**src/rtl/parity_stream_engine_pkg.sv**
```systemverilog
// Shared types and constants for the parity stream engine and its helpers.
package parity_stream_engine_pkg;

  typedef enum logic [0:0] {
    ST_IDLE     = 1'b0,
    ST_IN_FRAME = 1'b1
  } pse_state_e;

  localparam int MODE_ODD_BIT = 0;
  localparam int MODE_CHK_BIT = 1;

  function automatic logic [31:0] sat_max(input int cnt_w);
    return (32'd1 << cnt_w) - 32'd1;
  endfunction

endpackage

```
**src/rtl/parity_reduce.sv**
```systemverilog
// WIDTH-parametrised XOR reduction; combinational, shared with future CRC/ECC blocks.
module parity_reduce #(
  parameter int WIDTH = 8
) (
  input  logic [WIDTH-1:0] data,
  output logic             par
);

  // XOR fold of every data bit
  always_comb begin
    par = 1'b0;
    for (int i = 0; i < WIDTH; i++) begin
      par = par ^ data[i];
    end
  end

endmodule

```
**src/rtl/parity_stream_engine.sv**
```systemverilog
// Streaming per-word parity generate/check with frame parity and a saturating error count.
module parity_stream_engine
  import parity_stream_engine_pkg::*;
#(
  parameter int WIDTH   = 8,
  parameter int MAX_LEN = 16,
  parameter int CNT_W   = 8
) (
  input  logic             clk,
  input  logic             rst,
  input  logic             odd_mode,
  input  logic             check_mode,
  input  logic             in_valid,
  output logic             in_ready,
  input  logic [WIDTH-1:0] in_data,
  input  logic             in_par,
  input  logic             in_last,
  output logic             out_valid,
  input  logic             out_ready,
  output logic [WIDTH-1:0] out_data,
  output logic             out_par,
  output logic             out_err,
  output logic             out_last,
  output logic             frame_valid,
  output logic             frame_par,
  output logic [CNT_W-1:0] err_count,
  input  logic             clr_count
);

  localparam int               LEN_W   = $clog2(MAX_LEN + 1);
  localparam logic [LEN_W-1:0] LEN_MAX = LEN_W'(MAX_LEN);
  localparam logic [CNT_W-1:0] CNT_MAX = CNT_W'(sat_max(CNT_W));

  pse_state_e       state_r, state_nxt_s;
  logic [LEN_W-1:0] word_cnt_r, word_cnt_nxt_s, word_idx_s;
  logic [1:0]       mode_r, mode_nxt_s, mode_eff_s;
  logic             acc_par_r, acc_par_nxt_s, acc_sum_s;
  logic             word_par_s, par_bit_s, close_s, accept_s, emit_s;

  logic             out_valid_r, out_par_r, out_err_r, out_last_r, out_fpar_r;
  logic [WIDTH-1:0] out_data_r;
  logic             frame_valid_r, frame_par_r;
  logic [CNT_W-1:0] err_count_r;

  parity_reduce #(.WIDTH(WIDTH)) u_word_par (
    .data (in_data),
    .par  (word_par_s)
  );

  assign in_ready = !out_valid_r || out_ready;
  assign accept_s = in_valid && in_ready;
  assign emit_s   = out_valid_r && out_ready;

  // Per-word datapath: effective mode, word position and running frame parity
  always_comb begin
    mode_eff_s = mode_r;
    if (state_r == ST_IDLE) begin
      mode_eff_s[MODE_ODD_BIT] = odd_mode;
      mode_eff_s[MODE_CHK_BIT] = check_mode;
      word_idx_s               = LEN_W'(1'b1);
      acc_sum_s                = word_par_s;
    end else begin
      word_idx_s = word_cnt_r + LEN_W'(1'b1);
      acc_sum_s  = acc_par_r ^ word_par_s;
    end
    par_bit_s = word_par_s ^ mode_eff_s[MODE_ODD_BIT];
    close_s   = in_last || (word_idx_s == LEN_MAX);
  end

  // Frame FSM next state; a forced close at MAX_LEN behaves exactly like in_last
  always_comb begin
    state_nxt_s    = state_r;
    word_cnt_nxt_s = word_cnt_r;
    mode_nxt_s     = mode_r;
    acc_par_nxt_s  = acc_par_r;
    case (state_r)
      ST_IDLE, ST_IN_FRAME: begin
        if (accept_s && close_s) begin
          state_nxt_s    = ST_IDLE;
          word_cnt_nxt_s = {LEN_W{1'b0}};
          acc_par_nxt_s  = 1'b0;
          mode_nxt_s     = mode_eff_s;
        end else if (accept_s) begin
          state_nxt_s    = ST_IN_FRAME;
          word_cnt_nxt_s = word_idx_s;
          acc_par_nxt_s  = acc_sum_s;
          mode_nxt_s     = mode_eff_s;
        end else begin
          state_nxt_s = state_r;
        end
      end
      default: begin
        state_nxt_s    = ST_IDLE;
        word_cnt_nxt_s = {LEN_W{1'b0}};
        acc_par_nxt_s  = 1'b0;
      end
    endcase
  end

  // Frame FSM state register
  always_ff @(posedge clk or posedge rst) begin
    if (rst) begin
      state_r    <= ST_IDLE;
      word_cnt_r <= {LEN_W{1'b0}};
      mode_r     <= 2'b00;
      acc_par_r  <= 1'b0;
    end else begin
      state_r    <= state_nxt_s;
      word_cnt_r <= word_cnt_nxt_s;
      mode_r     <= mode_nxt_s;
      acc_par_r  <= acc_par_nxt_s;
    end
  end

  // Output stage: frame parity rides along with the closing word until it leaves
  always_ff @(posedge clk or posedge rst) begin
    if (rst) begin
      out_valid_r <= 1'b0;
      out_data_r  <= {WIDTH{1'b0}};
      out_par_r   <= 1'b0;
      out_err_r   <= 1'b0;
      out_last_r  <= 1'b0;
      out_fpar_r  <= 1'b0;
    end else if (accept_s) begin
      out_valid_r <= 1'b1;
      out_data_r  <= in_data;
      out_par_r   <= par_bit_s;
      out_err_r   <= mode_eff_s[MODE_CHK_BIT] && (in_par != par_bit_s);
      out_last_r  <= close_s;
      out_fpar_r  <= acc_sum_s ^ mode_eff_s[MODE_ODD_BIT];
    end else if (emit_s) begin
      out_valid_r <= 1'b0;
    end
  end

  // Frame report and saturating error counter; clear beats a same-cycle increment
  always_ff @(posedge clk or posedge rst) begin
    if (rst) begin
      frame_valid_r <= 1'b0;
      frame_par_r   <= 1'b0;
      err_count_r   <= {CNT_W{1'b0}};
    end else begin
      frame_valid_r <= emit_s && out_last_r;
      if (emit_s && out_last_r) begin
        frame_par_r <= out_fpar_r;
      end
      if (clr_count) begin
        err_count_r <= {CNT_W{1'b0}};
      end else if (emit_s && out_err_r && (err_count_r != CNT_MAX)) begin
        err_count_r <= err_count_r + CNT_W'(1'b1);
      end
    end
  end

  assign out_valid   = out_valid_r;
  assign out_data    = out_data_r;
  assign out_par     = out_par_r;
  assign out_err     = out_err_r;
  assign out_last    = out_last_r;
  assign frame_valid = frame_valid_r;
  assign frame_par   = frame_par_r;
  assign err_count   = err_count_r;

endmodule

```
**config.mk**
```make
export PLATFORM = sky130hd
export DESIGN_NAME = parity_stream_engine
export DESIGN_NICKNAME = d
export VERILOG_FILES = /design/src/rtl/parity_stream_engine_pkg.sv /design/src/rtl/parity_reduce.sv /design/src/rtl/parity_stream_engine.sv
export SDC_FILE = /design/constraint.sdc
export NUM_CORES = 1
export LEC_CHECK = 0
export ABC_AREA = 1
export CAP_MARGIN = 20
export CORE_UTILIZATION = 50
export CTS_BUF_LIST = sky130_fd_sc_hd__clkbuf_16
export DETAILED_ROUTE_END_ITERATION = 10
export PLACE_DENSITY = 0.81
export SYNTH_ARGS = -nofsm -noshare
export SYNTH_HDL_FRONTEND = slang
export SYNTH_HIERARCHICAL = 1
export SYNTH_SLANG_ARGS = --single-unit
```
**constraint.sdc**
```tcl
create_clock -name clk -period 2.05 [get_ports clk]
set_input_delay 0.205 -clock clk [delete_from_list [all_inputs] [get_ports clk]]
set_output_delay 0.205 -clock clk [all_outputs]
set_load 0.02 [all_outputs]
```
==> out/metrics.cfg, run 1 <==
[logic_synthesis]
synth_top_flop_cell = dfrtp_1
synthTopCellsByArea = dfrtp_1, nand2_1, nand3_1, inv_1, nor2_1
synth_area_per_cell_um2 = 7.49
yosysMostFrequentCell = nand2_1
yosysSeqAreaShare_pct = 45.9
netlist.area_leader.share_pct = 45.9
syn_area_mm2 = 0.00175
synth_top_family_by_area = simple AND/OR/NAND/NOR gates
synth_mux_area_share_pct = 0.573
synth_commonest_cells = nand2_1, dfrtp_1, inv_1
synth_compound_area_share_pct = 6.52
synth_cells = 233
synth_top_area_cell = dfrtp_1
synth_edf_count = 0
synthAdderAreaFrac_pct = 1.43
ys_types = 28
ys_ff_latch = 32
syn-num-nets = 252
synth-xor-area-share_pct = 1.51
ys_async_sr_fraction_pct = 100
synth-simple-area-share_pct = 36.2
yosys_warnings = 6

[global_route]
antenna_found_initial = 0
grt_pass1_vias = 1368
gr-total-overflow = 0
grt_max_degree = 33
track_usage_pct = 21.8
grt_pass1_wl_mm = 5.87

[floorplanning]
die_h_um = 61.1
rows = 21
die-area_mm2 = 0.00373
core-area_mm2 = 0.00334
ios = 40
die_w_um = 61.1
start_util_pct = 52.3

[placed_design]
dp_hpwl_mm = 2.58
place_congestion = 0.777
port_buffers = 39
placedCellCount = 316

[sta]
worst_slew_pin_slew_ns = 0.415
finalSetupViolCount = 0
fin_setup_tns_ns = 0
max_freq_ghz = 0.594
hold_viol_final = 0
slew_viol_final = 0
finClkSkew_ns = 0.00263
relSlewSlack_pct = 72.3
rsz0062_at_grt = false
post-route-period-util_pct = 82.1
fin_crit_ns = 1.68

[clock_network]
cts_made_buffers = 5
cts_setup_buffers = 0
hold_buffers = 0
cts.sinks = 32
cts_tree = yes
cts_root_buf = clkbuf_16
cts_buffer_depth = 2
clk_pin_slew_ns = 0.04
cts_resized = 0
clk_latency_ns = 0.27
cts_max_level = 2

[outcome]
status = finished, final reports clean

[drt]
via_per_inst = 4.88
vias = 1567
drc = 0
avgRoutedWirePerCell_um = 11.0
ant_nets = 0
wl_mm = 3.53
firstDrtPassIters = 4
drt_iter0_markers = 71

[worst_setup_path]
crit_chain = clkdlybuf4s50_1, inv_1, nand2_1, clkdlybuf4s50_1
slowest_stage = clkdlybuf4s50_1
crit_top_cell = clkdlybuf4s50_1
critPathTopFamily = buffers and inverters
crit_fanout = 3
endpoint_kind = output pin
start_kind = input port
critPathBufInv = 3
slowest_delay_ns = 0.62
critPathArrivalTime_ns = 1.48
crit_type = input port to output pin
required_ns = 1.85

[layout]
area_growth_pct = 32.3
finalNonFillerCells = 321
diodes = 0
drive_above_1_share_pct = 8.36
final_nets = 296
seq_area_um2 = 801
n_fill_cell = 293
multiInputGateArea_um2 = 807

[power]
switching_share_pct = 27.6
netSwitchingPower_uw = 501
power_density_mw_per_mm2 = 787
pwr-share-clk_pct = 35.6
ir_worst_vdd_v = 0.000485
comb_power_share_pct = 22.2
p_leak_nw = 1.18
p_int_mw = 1.32
p_total_mw = 1.82
seqPwrFrac_pct = 42.2

[job]
cap_violations = 0

[worst_hold_path]
hold_path_class = input port to async pin

-- stage by stage --
step / hold slack (ns) / area [um^2] / setup slack (ns) / utilization (%)
global route: 0.402 / 2310 / 0.286 / 69.2
finish: 0.311 / 2310 / 0.367 / 69.2
floorplan: 0.315 / 1750 / 0.523 / -
global placement: 0.465 / 2180 / 0.293 / 65.4
detailed placement: 0.465 / 2180 / 0.236 / 65.4
CTS: 0.332 / 2310 / 0.367 / 69.2
-- per-layer routing --
metal  vias to the layer above  global-route usage (%)  wire (um)
met3                         2                    7.35        190
met1                       705                    28.3       1630
met4                         0                    8.12         25
met2                        42                    33.9       1680
met5                         -                       0          0
li1                        818                       -          -
-- worst paths after layout --
path                              startpoint      endpoint  cells past startpoint  slack (ns)
worst min-delay path                     rst   out_data[2]                      3        0.31
worst min register to register   out_data[0]   out_data[0]                      2        0.47
worst max register to register  err_count[0]  err_count[6]                      6        0.50
max in group asynchronous                rst   frame_valid                      3        1.45
worst max-delay path               out_ready      in_ready                      4        0.37
min in group clk                 out_data[0]   out_data[0]                      2        0.47
-- tightest hold or removal path: stages --
cell and delay (ns):
clkdlybuf4s50_1 0.39, inv_1 0.05, buf_4 0.35
-- layout make-up --
| type | count | share of cell area [%] |
|---|---|---|
| multi-input combinational | 168 | 35.0 |
| sequential | 32 | 34.7 |
| timing repair buffer | 42 | 17.9 |
| clock buffer | 5 | 5.42 |
| inverter | 28 | 4.55 |
| tap | 46 | 2.49 |
-- sequential cells by signal (all words and copies together) (netlist names) --
register	cells
frame_valid	1
err_count	8
mode_r	2
out_err	1
out_par	1
out_data	8
out_last	1
acc_par_r	1
out_valid	1
state_r	1
frame_par	1
word_cnt_r	5
out_fpar_r	1
-- cell usage in the layout (no fill, tap or decap), types with 2 or more instances in the layout --
| master | n |
|---|---|
| nand2_1 | 94 |
| clkdlybuf4s50_1 | 39 |
| dfrtp_1 | 32 |
| inv_1 | 27 |
| nand3_1 | 24 |
| nor2_1 | 11 |
| o21ai_0 | 8 |
| clkbuf_16 | 5 |
| nand4_1 | 4 |
| nand3_2 | 3 |
| nor2_2 | 3 |
| nand2_2 | 3 |
| xor2_1 | 3 |
| buf_4 | 3 |
| o21bai_1 | 2 |
| o21ai_2 | 2 |
| ha_1 | 2 |
-- logic make-up (layout without fill, tap and decap cells) --
group	count (synthesis)	count (layout)
multiplexers	1	1
AND/OR/NAND/NOR	145	145
buffers and inverters	33	75
XOR/XNOR	3	3
flip-flops	32	32
AO/OA/AOI/OAI	17	17
adder cells (fa/ha/maj)	2	2
-- power by group through the flow --
| stage | logic (mW) | registers (mW) | clock network (mW) |
|---|---|---|---|
| 2_1_floorplan | 0.186 | 0.817 | 0 |
| 4_1_cts | 0.410 | 0.768 | 0.661 |
| 5_1_grt | 0.456 | 0.777 | 0.692 |
| 3_5_place_dp | 0.408 | 0.774 | 0 |
| 6_report | 0.403 | 0.767 | 0.646 |
| 3_3_place_gp | 0.399 | 0.771 | 0 |
Note: power is estimated with default switching activity, not from simulation.
==> inputs of run 2 (changes only) <==
==> constraint.sdc (replaced) <==
create_clock -name clk -period 1.6 [get_ports clk]
set_input_delay 0.16 -clock clk [delete_from_list [all_inputs] [get_ports clk]]
set_output_delay 0.16 -clock clk [all_outputs]
set_load 0.02 [all_outputs]
==> run 2 against run 1 <==
Worst hold slack worse by 0.11 ns; wire length is 4.3% higher; die area stayed put; sequential power is 27% higher; global-route usage is 0.94 points higher; highest routed layer unchanged; non-clock buffer count is 8 higher.
==> out/metrics.cfg, run 2 (synthesized netlist as in run 1, its figures left out) <==
[floorplanning]
start_util_pct = 52.3  ; unchanged
die_w_um = 61.1  ; unchanged
die_h_um = 61.1  ; unchanged
core-area_mm2 = 0.00334  ; unchanged
rows = 21  ; unchanged
ios = 40  ; unchanged
die-area_mm2 = 0.00373  ; unchanged

[sta]
relSlewSlack_pct = 73.0  ; was 72.3%
rsz0062_at_grt = false  ; unchanged
post-route-period-util_pct = 94.8
max_freq_ghz = 0.659
fin_crit_ns = 1.52
finClkSkew_ns = 0.00325  ; was 0.00263 ns
finalSetupViolCount = 0  ; unchanged
worst_slew_pin_slew_ns = 0.405  ; was 0.415 ns
hold_viol_final = 0  ; unchanged
slew_viol_final = 0  ; unchanged

[global_route]
grt_pass1_wl_mm = 6.04  ; was 5.87 mm
grt_pass1_vias = 1353  ; was 1,368
track_usage_pct = 22.7  ; was 21.8%
gr-total-overflow = 0  ; unchanged
antenna_found_initial = 0  ; unchanged
grt_max_degree = 33  ; unchanged

[worst_setup_path]
critPathArrivalTime_ns = 1.68  ; was 1.48 ns
crit_type = flop to flop  ; was input port to output pin
critPathTopFamily = flip-flops  ; was buffers and inverters
required_ns = 1.76  ; was 1.85 ns
start_kind = flop  ; was input port
crit_top_cell = nor2_4  ; was clkdlybuf4s50_1
endpoint_kind = flop  ; was output pin
crit_fanout = 11  ; was 3
crit_chain = ha_1, inv_1, nor2_4, a21oi_4, nor2_4, buf_12, o21a_1  ; was clkdlybuf4s50_1, inv_1, nand2_1, clkdlybuf4s50_1
slowest_stage = dfrtp_1  ; was clkdlybuf4s50_1
slowest_delay_ns = 0.41  ; was 0.62 ns
critPathBufInv = 2  ; was 3

[job]
cap_violations = 0  ; unchanged

[clock_network]
clk_pin_slew_ns = 0.05  ; was 0.04 ns
cts.sinks = 32  ; unchanged
cts_root_buf = clkbuf_16  ; unchanged
clk_latency_ns = 0.28  ; was 0.27 ns
cts_max_level = 2  ; unchanged
cts_buffer_depth = 2  ; unchanged
cts_made_buffers = 5  ; unchanged
hold_buffers = 0  ; unchanged
cts_tree = yes  ; unchanged

[placed_design]
placedCellCount = 320  ; was 316
port_buffers = 39  ; unchanged
place_congestion = 0.790  ; was 0.777
placed_area_mm2 = 0.00221  ; was 0.00218 mm^2
dp_hpwl_mm = 2.57  ; was 2.58 mm

[drt]
firstDrtPassIters = 4  ; unchanged
vias = 1624  ; was 1,567
via_per_inst = 4.89  ; was 4.88
avgRoutedWirePerCell_um = 11.1  ; was 11.0 um
drt_iter0_markers = 58  ; was 71
wl_mm = 3.68  ; was 3.53 mm
ant_nets = 0  ; unchanged
drc = 0  ; unchanged

[layout]
drive_above_1_share_pct = 12.2  ; was 8.36%
fin_util_pct = 73.1  ; was 69.2%
area_growth_pct = 39.8  ; was 32.3%
final_cell_mix = nand2_1, clkdlybuf4s50_1, dfrtp_1, inv_1, nand3_1  ; unchanged
n_fill_cell = 275  ; was 293
design_area_mm2 = 0.00244  ; was 0.00231 mm^2
finalNonFillerCells = 332  ; was 321
final_common_cell = nand2_1  ; unchanged
final_nets = 304  ; was 296
diodes = 0  ; unchanged

[outcome]
status = finished, final reports clean  ; unchanged

[power]
power_density_mw_per_mm2 = 1060  ; was 787 mW/mm^2
ir_worst_vdd_v = 0.000611  ; was 0.000485 V
p_leak_nw = 1.27  ; was 1.18 nW

[worst_hold_path]
hold_path_class = input port to flop  ; was input port to async pin

## run 2: cell count changes in the layout (fill, tap and decap cells not counted)
cell,before,now
buf_12,0,1
buf_4,3,10
bufinv_16,0,1
clkdlybuf4s50_1,39,36
clkinv_1,0,2
dlygate4sd2_1,0,1
dlymetal6s2s_1,0,2
ha_1,2,1
ha_2,0,1
nor2_1,11,10
nor2_4,1,2
xor2_1,3,2
xor2_2,0,1
## run 2: area by class of cell
cell class	count	area [um^2]	area share (%)
timing repair buffer	50	489	20.1
inverter	28	105	4.31
sequential	32	801	32.8
clock buffer	5	125	5.13
clock inverter	3	37.5	1.54
multi-input combinational	168	825	33.8
tap	46	57.6	2.36
## run 2: stage by stage
stage | hold WS [ns] | setup TNS [ns] | worst slack [ns] | total power [mW]
5_1_grt | 0.261 | 0 | 0.00255 | 2.72
3_5_place_dp | 0.465 | -0.386 | -0.143 | 1.53
4_1_cts | 0.281 | 0 | 0.0240 | 2.59
3_3_place_gp | 0.460 | -0.295 | -0.113 | 1.52
6_report | 0.198 | 0 | 0.0829 | 2.58
2_1_floorplan | 0.270 | 0 | 0.0730 | 1.29
## run 2: routing by layer
| layer | vias up | track usage (%) | routed length, um |
|---|---|---|---|
| met5 | - | 0 | 0 |
| met4 | 0 | 10.7 | 103 |
| met3 | 11 | 7.77 | 207 |
| met2 | 43 | 34.3 | 1710 |
| met1 | 737 | 29.4 | 1660 |
| li1 | 833 | - | - |
## run 2: tightest hold or removal path, cell delays in order
cell and delay (ns):
dlymetal6s2s_1 0.15, nand2_1 0.08, nand2_1 0.05
## run 2: power breakdown
part / internal (mW) / switching [mW]
registers: 0.906 / 0.0693
clock network: 0.722 / 0.321
logic: 0.261 / 0.300
## run 2: what timing repair did
item | 4_1_cts | 5_1_grt
gates resized for setup | 1 | 6
pin swaps | 1 | 2
setup buffers | 1 | 3
gates cloned | 0 | 0
setup endpoints to repair | 3 | 12
## run 2: path summary, 6_finish.rpt
check | to | start | slack [ns] | cells after the start
max reg2reg | err_count[3] | err_count[1] | 0.08 | 7
max | err_count[3] | err_count[1] | 0.08 | 7
min in group asynchronous | err_count[7] | rst | 0.27 | 3
min reg2reg | out_data[2] | out_data[2] | 0.48 | 2
max in group asynchronous | out_err | rst | 1.04 | 3
min | out_data[2] | in_data[2] | 0.20 | 3
==> inputs of run 3 (changes only) <==
--- a/config.mk
+++ b/config.mk
@@ -7,10 +7,10 @@
 export LEC_CHECK = 0
 export ABC_AREA = 1
 export CAP_MARGIN = 20
-export CORE_UTILIZATION = 50
+export CORE_UTILIZATION = 45
 export CTS_BUF_LIST = sky130_fd_sc_hd__clkbuf_16
 export DETAILED_ROUTE_END_ITERATION = 10
-export PLACE_DENSITY = 0.81
+export PLACE_DENSITY = 0.77
 export SYNTH_ARGS = -nofsm -noshare
 export SYNTH_HDL_FRONTEND = slang
 export SYNTH_HIERARCHICAL = 1
==> constraint.sdc (replaced) <==
create_clock -name clk -period 1.38 [get_ports clk]
set_input_delay 0.138 -clock clk [delete_from_list [all_inputs] [get_ports clk]]
set_output_delay 0.138 -clock clk [all_outputs]
set_load 0.02 [all_outputs]
==> run 3 against run 2 <==
The flow now finishes with violations (setup timing); wire length rose by 11%; non-clock buffer count rose by 11; critical path depth did not move; critical endpoint is now word_cnt_r[2]; worst hold slack got worse by 0.070 ns; flip-flop and latch count did not move; sequential power rose by 15%; highest routed layer unchanged; clock-buffer cell count did not move; combinational power rose by 25%; via count rose by 4.7%; worst setup slack got worse by 0.13 ns; largest cell class unchanged; register-to-register slack got worse by 0.13 ns; total power rose by 10%.
==> out/metrics.cfg, run 3 (synthesized netlist as in run 1, its figures left out) <==
[floorplanning]
core-area_mm2 = 0.00369  ; was 0.00334 mm^2
die_w_um = 64.3  ; was 61.1 um
rows = 22  ; was 21
die_h_um = 64.3  ; was 61.1 um
start_util_pct = 47.3  ; was 52.3%
ios = 40  ; unchanged
die-area_mm2 = 0.00413  ; was 0.00373 mm^2

[sta]
finClkSkew_ns = 0.00584  ; was 0.00325 ns
slew_viol_final = 0  ; unchanged
finalSetupViolCount = 6  ; was 0
rsz0062_at_grt = true  ; was false
fin_crit_ns = 1.43  ; was 1.52 ns
setup_ws_ns = -0.0511  ; was 0.0829 ns
max_freq_ghz = 0.699  ; was 0.659 GHz
relSlewSlack_pct = 81.3  ; was 73.0%
worst_slew_pin_slew_ns = 0.280  ; was 0.405 ns
post-route-period-util_pct = 104  ; was 94.8%
hold_viol_final = 0  ; unchanged
fin_setup_tns_ns = -0.154  ; was 0 ns

[worst_setup_path]
endpoint_kind = flop  ; unchanged
crit_fanout = 7  ; was 11
critPathArrivalTime_ns = 1.59  ; was 1.68 ns
start_kind = flop  ; unchanged
crit_type = flop to flop  ; unchanged
required_ns = 1.54  ; was 1.76 ns

[clock_network]
cts.sinks = 32  ; unchanged
clk_latency_ns = 0.28  ; about the same
cts_tree = yes  ; unchanged
cts_buffer_depth = 2  ; unchanged
cts_max_level = 2  ; unchanged
clk_pin_slew_ns = 0.05  ; about the same
hold_buffers = 0  ; unchanged
cts_root_buf = clkbuf_16  ; unchanged
cts_made_buffers = 5  ; unchanged

[drt]
drc = 0  ; unchanged
ant_nets = 0  ; unchanged
wl_mm = 4.08  ; was 3.68 mm
wl_met3_um = 232  ; was 207 um
drt_iter0_markers = 121  ; was 58
drt-met1-wl_mm = 1.77  ; was 1.66 mm
vias = 1701  ; was 1,624
firstDrtPassIters = 4  ; unchanged
wl_met2_mm = 2.00  ; was 1.71 mm
via_per_inst = 4.93  ; was 4.89
topRoutingLayerUsed = met4  ; unchanged
avgRoutedWirePerCell_um = 11.8  ; was 11.1 um

[global_route]
antenna_found_initial = 0  ; unchanged
grt_pass1_wl_mm = 6.93  ; was 6.04 mm
grt_max_degree = 33  ; unchanged
grt_pass1_vias = 1640  ; was 1,353
gr-total-overflow = 0  ; unchanged
track_usage_pct = 21.9  ; was 22.7%

[layout]
area_growth_pct = 46.1  ; was 39.8%
final_nets = 315  ; was 304
n_fill_cell = 339  ; was 275
drive_above_1_share_pct = 21.2  ; was 12.2%
diodes = 0  ; unchanged
fin_util_pct = 69.1  ; was 73.1%
finalNonFillerCells = 345  ; was 332
final_cell_mix = nand2_1, dfrtp_1, inv_1  ; was nand2_1, clkdlybuf4s50_1, dfrtp_1, inv_1, nand3_1
final_common_cell = nand2_1  ; unchanged

[outcome]
violations = setup timing
status = complete, but fails checks  ; was finished, final reports clean

[job]
cap_violations = 0  ; unchanged

[placed_design]
place_congestion = 0.784  ; was 0.790
port_buffers = 39  ; unchanged
dp_hpwl_mm = 2.73  ; was 2.57 mm
placedCellCount = 332  ; was 320

[power]
ir_worst_vdd_v = 0.000707  ; was 0.000611 V
p_leak_nw = 1.43  ; was 1.27 nW
power_density_mw_per_mm2 = 1120  ; was 1060 mW/mm^2

[worst_hold_path]
hold_path_class = input port to flop  ; unchanged

-- run 3: changes by cell type in the layout (fill, tap and decap cells not counted), sizes merged, moves of 5 or more --
cell and delta:
clkdlybuf4s50 -27, dlygate4sd2 +20, buf +11, dlymetal6s2s +5
-- run 3: layer usage --
| metal | up-vias | GRT usage (%) |
|---|---|---|
| met5 | - | 0 |
| met4 | 0 | 8.06 |
| met3 | 9 | 6.43 |
| met2 | 52 | 37.4 |
| met1 | 782 | 25.9 |
| li1 | 858 | - |
-- run 3: through the flow --
| step | area (um^2) | hold WS, ns | setup WS (ns) | power (mW) |
|---|---|---|---|---|
| finish | 2550 | 0.128 | -0.0511 | 2.85 |
| global route | 2550 | 0.175 | -0.111 | 3.01 |
| CTS | 2470 | 0.209 | -0.0305 | 2.86 |
| detailed placement | 2320 | 0.470 | -0.354 | 1.81 |
| global placement | 2320 | 0.464 | -0.306 | 1.79 |
| floorplan | 1760 | 0.248 | -0.00154 | 1.49 |
-- run 3: area by class of cell --
| type | count | area, um^2 | share of cell area [%] |
|---|---|---|---|
| Clock inverter | 3 | 13.8 | 0.540 |
| Sequential cell | 32 | 806 | 31.6 |
| Clock buffer | 5 | 125 | 4.91 |
| Tap cell | 48 | 60.1 | 2.36 |
| Timing Repair Buffer | 61 | 554 | 21.7 |
| Multi-Input combinational cell | 168 | 883 | 34.6 |
| Inverter | 28 | 108 | 4.22 |
-- run 3: path summary, 6_finish.rpt --
| check | from | to | slack [ns] | cells past startpoint |
|---|---|---|---|---|
| worst max-delay path | word_cnt_r[0] | word_cnt_r[2] | -0.05 | 7 |
| max in group asynchronous | rst | err_count[1] | 0.99 | 3 |
| min in group asynchronous | rst | err_count[6] | 0.20 | 3 |
| worst max register to register | word_cnt_r[0] | word_cnt_r[2] | -0.05 | 7 |
| worst min register to register | out_data[2] | out_data[2] | 0.47 | 2 |
| worst min-delay path | in_data[2] | out_data[2] | 0.13 | 3 |
-- run 3: critical path, cell delays in order, from the launching register on --
cell     delay [ns]
dfrtp_1        0.38
ha_1           0.31
nand2_2        0.09
nand3_2        0.08
nor2_4         0.13
nand3_4        0.14
nand3_1        0.12
nand2_1        0.05
-- run 3: what timing repair did --
item,4_1_cts,5_1_grt
setup buffers,4,2
gates cloned,0,0
gates resized for setup,26,29
pin swaps,7,10
setup endpoints to repair,25,23
hold endpoints to repair,0,0
-- run 3: report_power, final --
group | total, mW | switching (mW) | leakage (nW) | internal [mW]
logic | 0.699 | 0.391 | 0.949 | 0.308
clock network | 1.02 | 0.372 | 0.0710 | 0.652
registers | 1.12 | 0.0715 | 0.408 | 1.05
total | 2.85 | 0.834 | 1.43 | 2.01
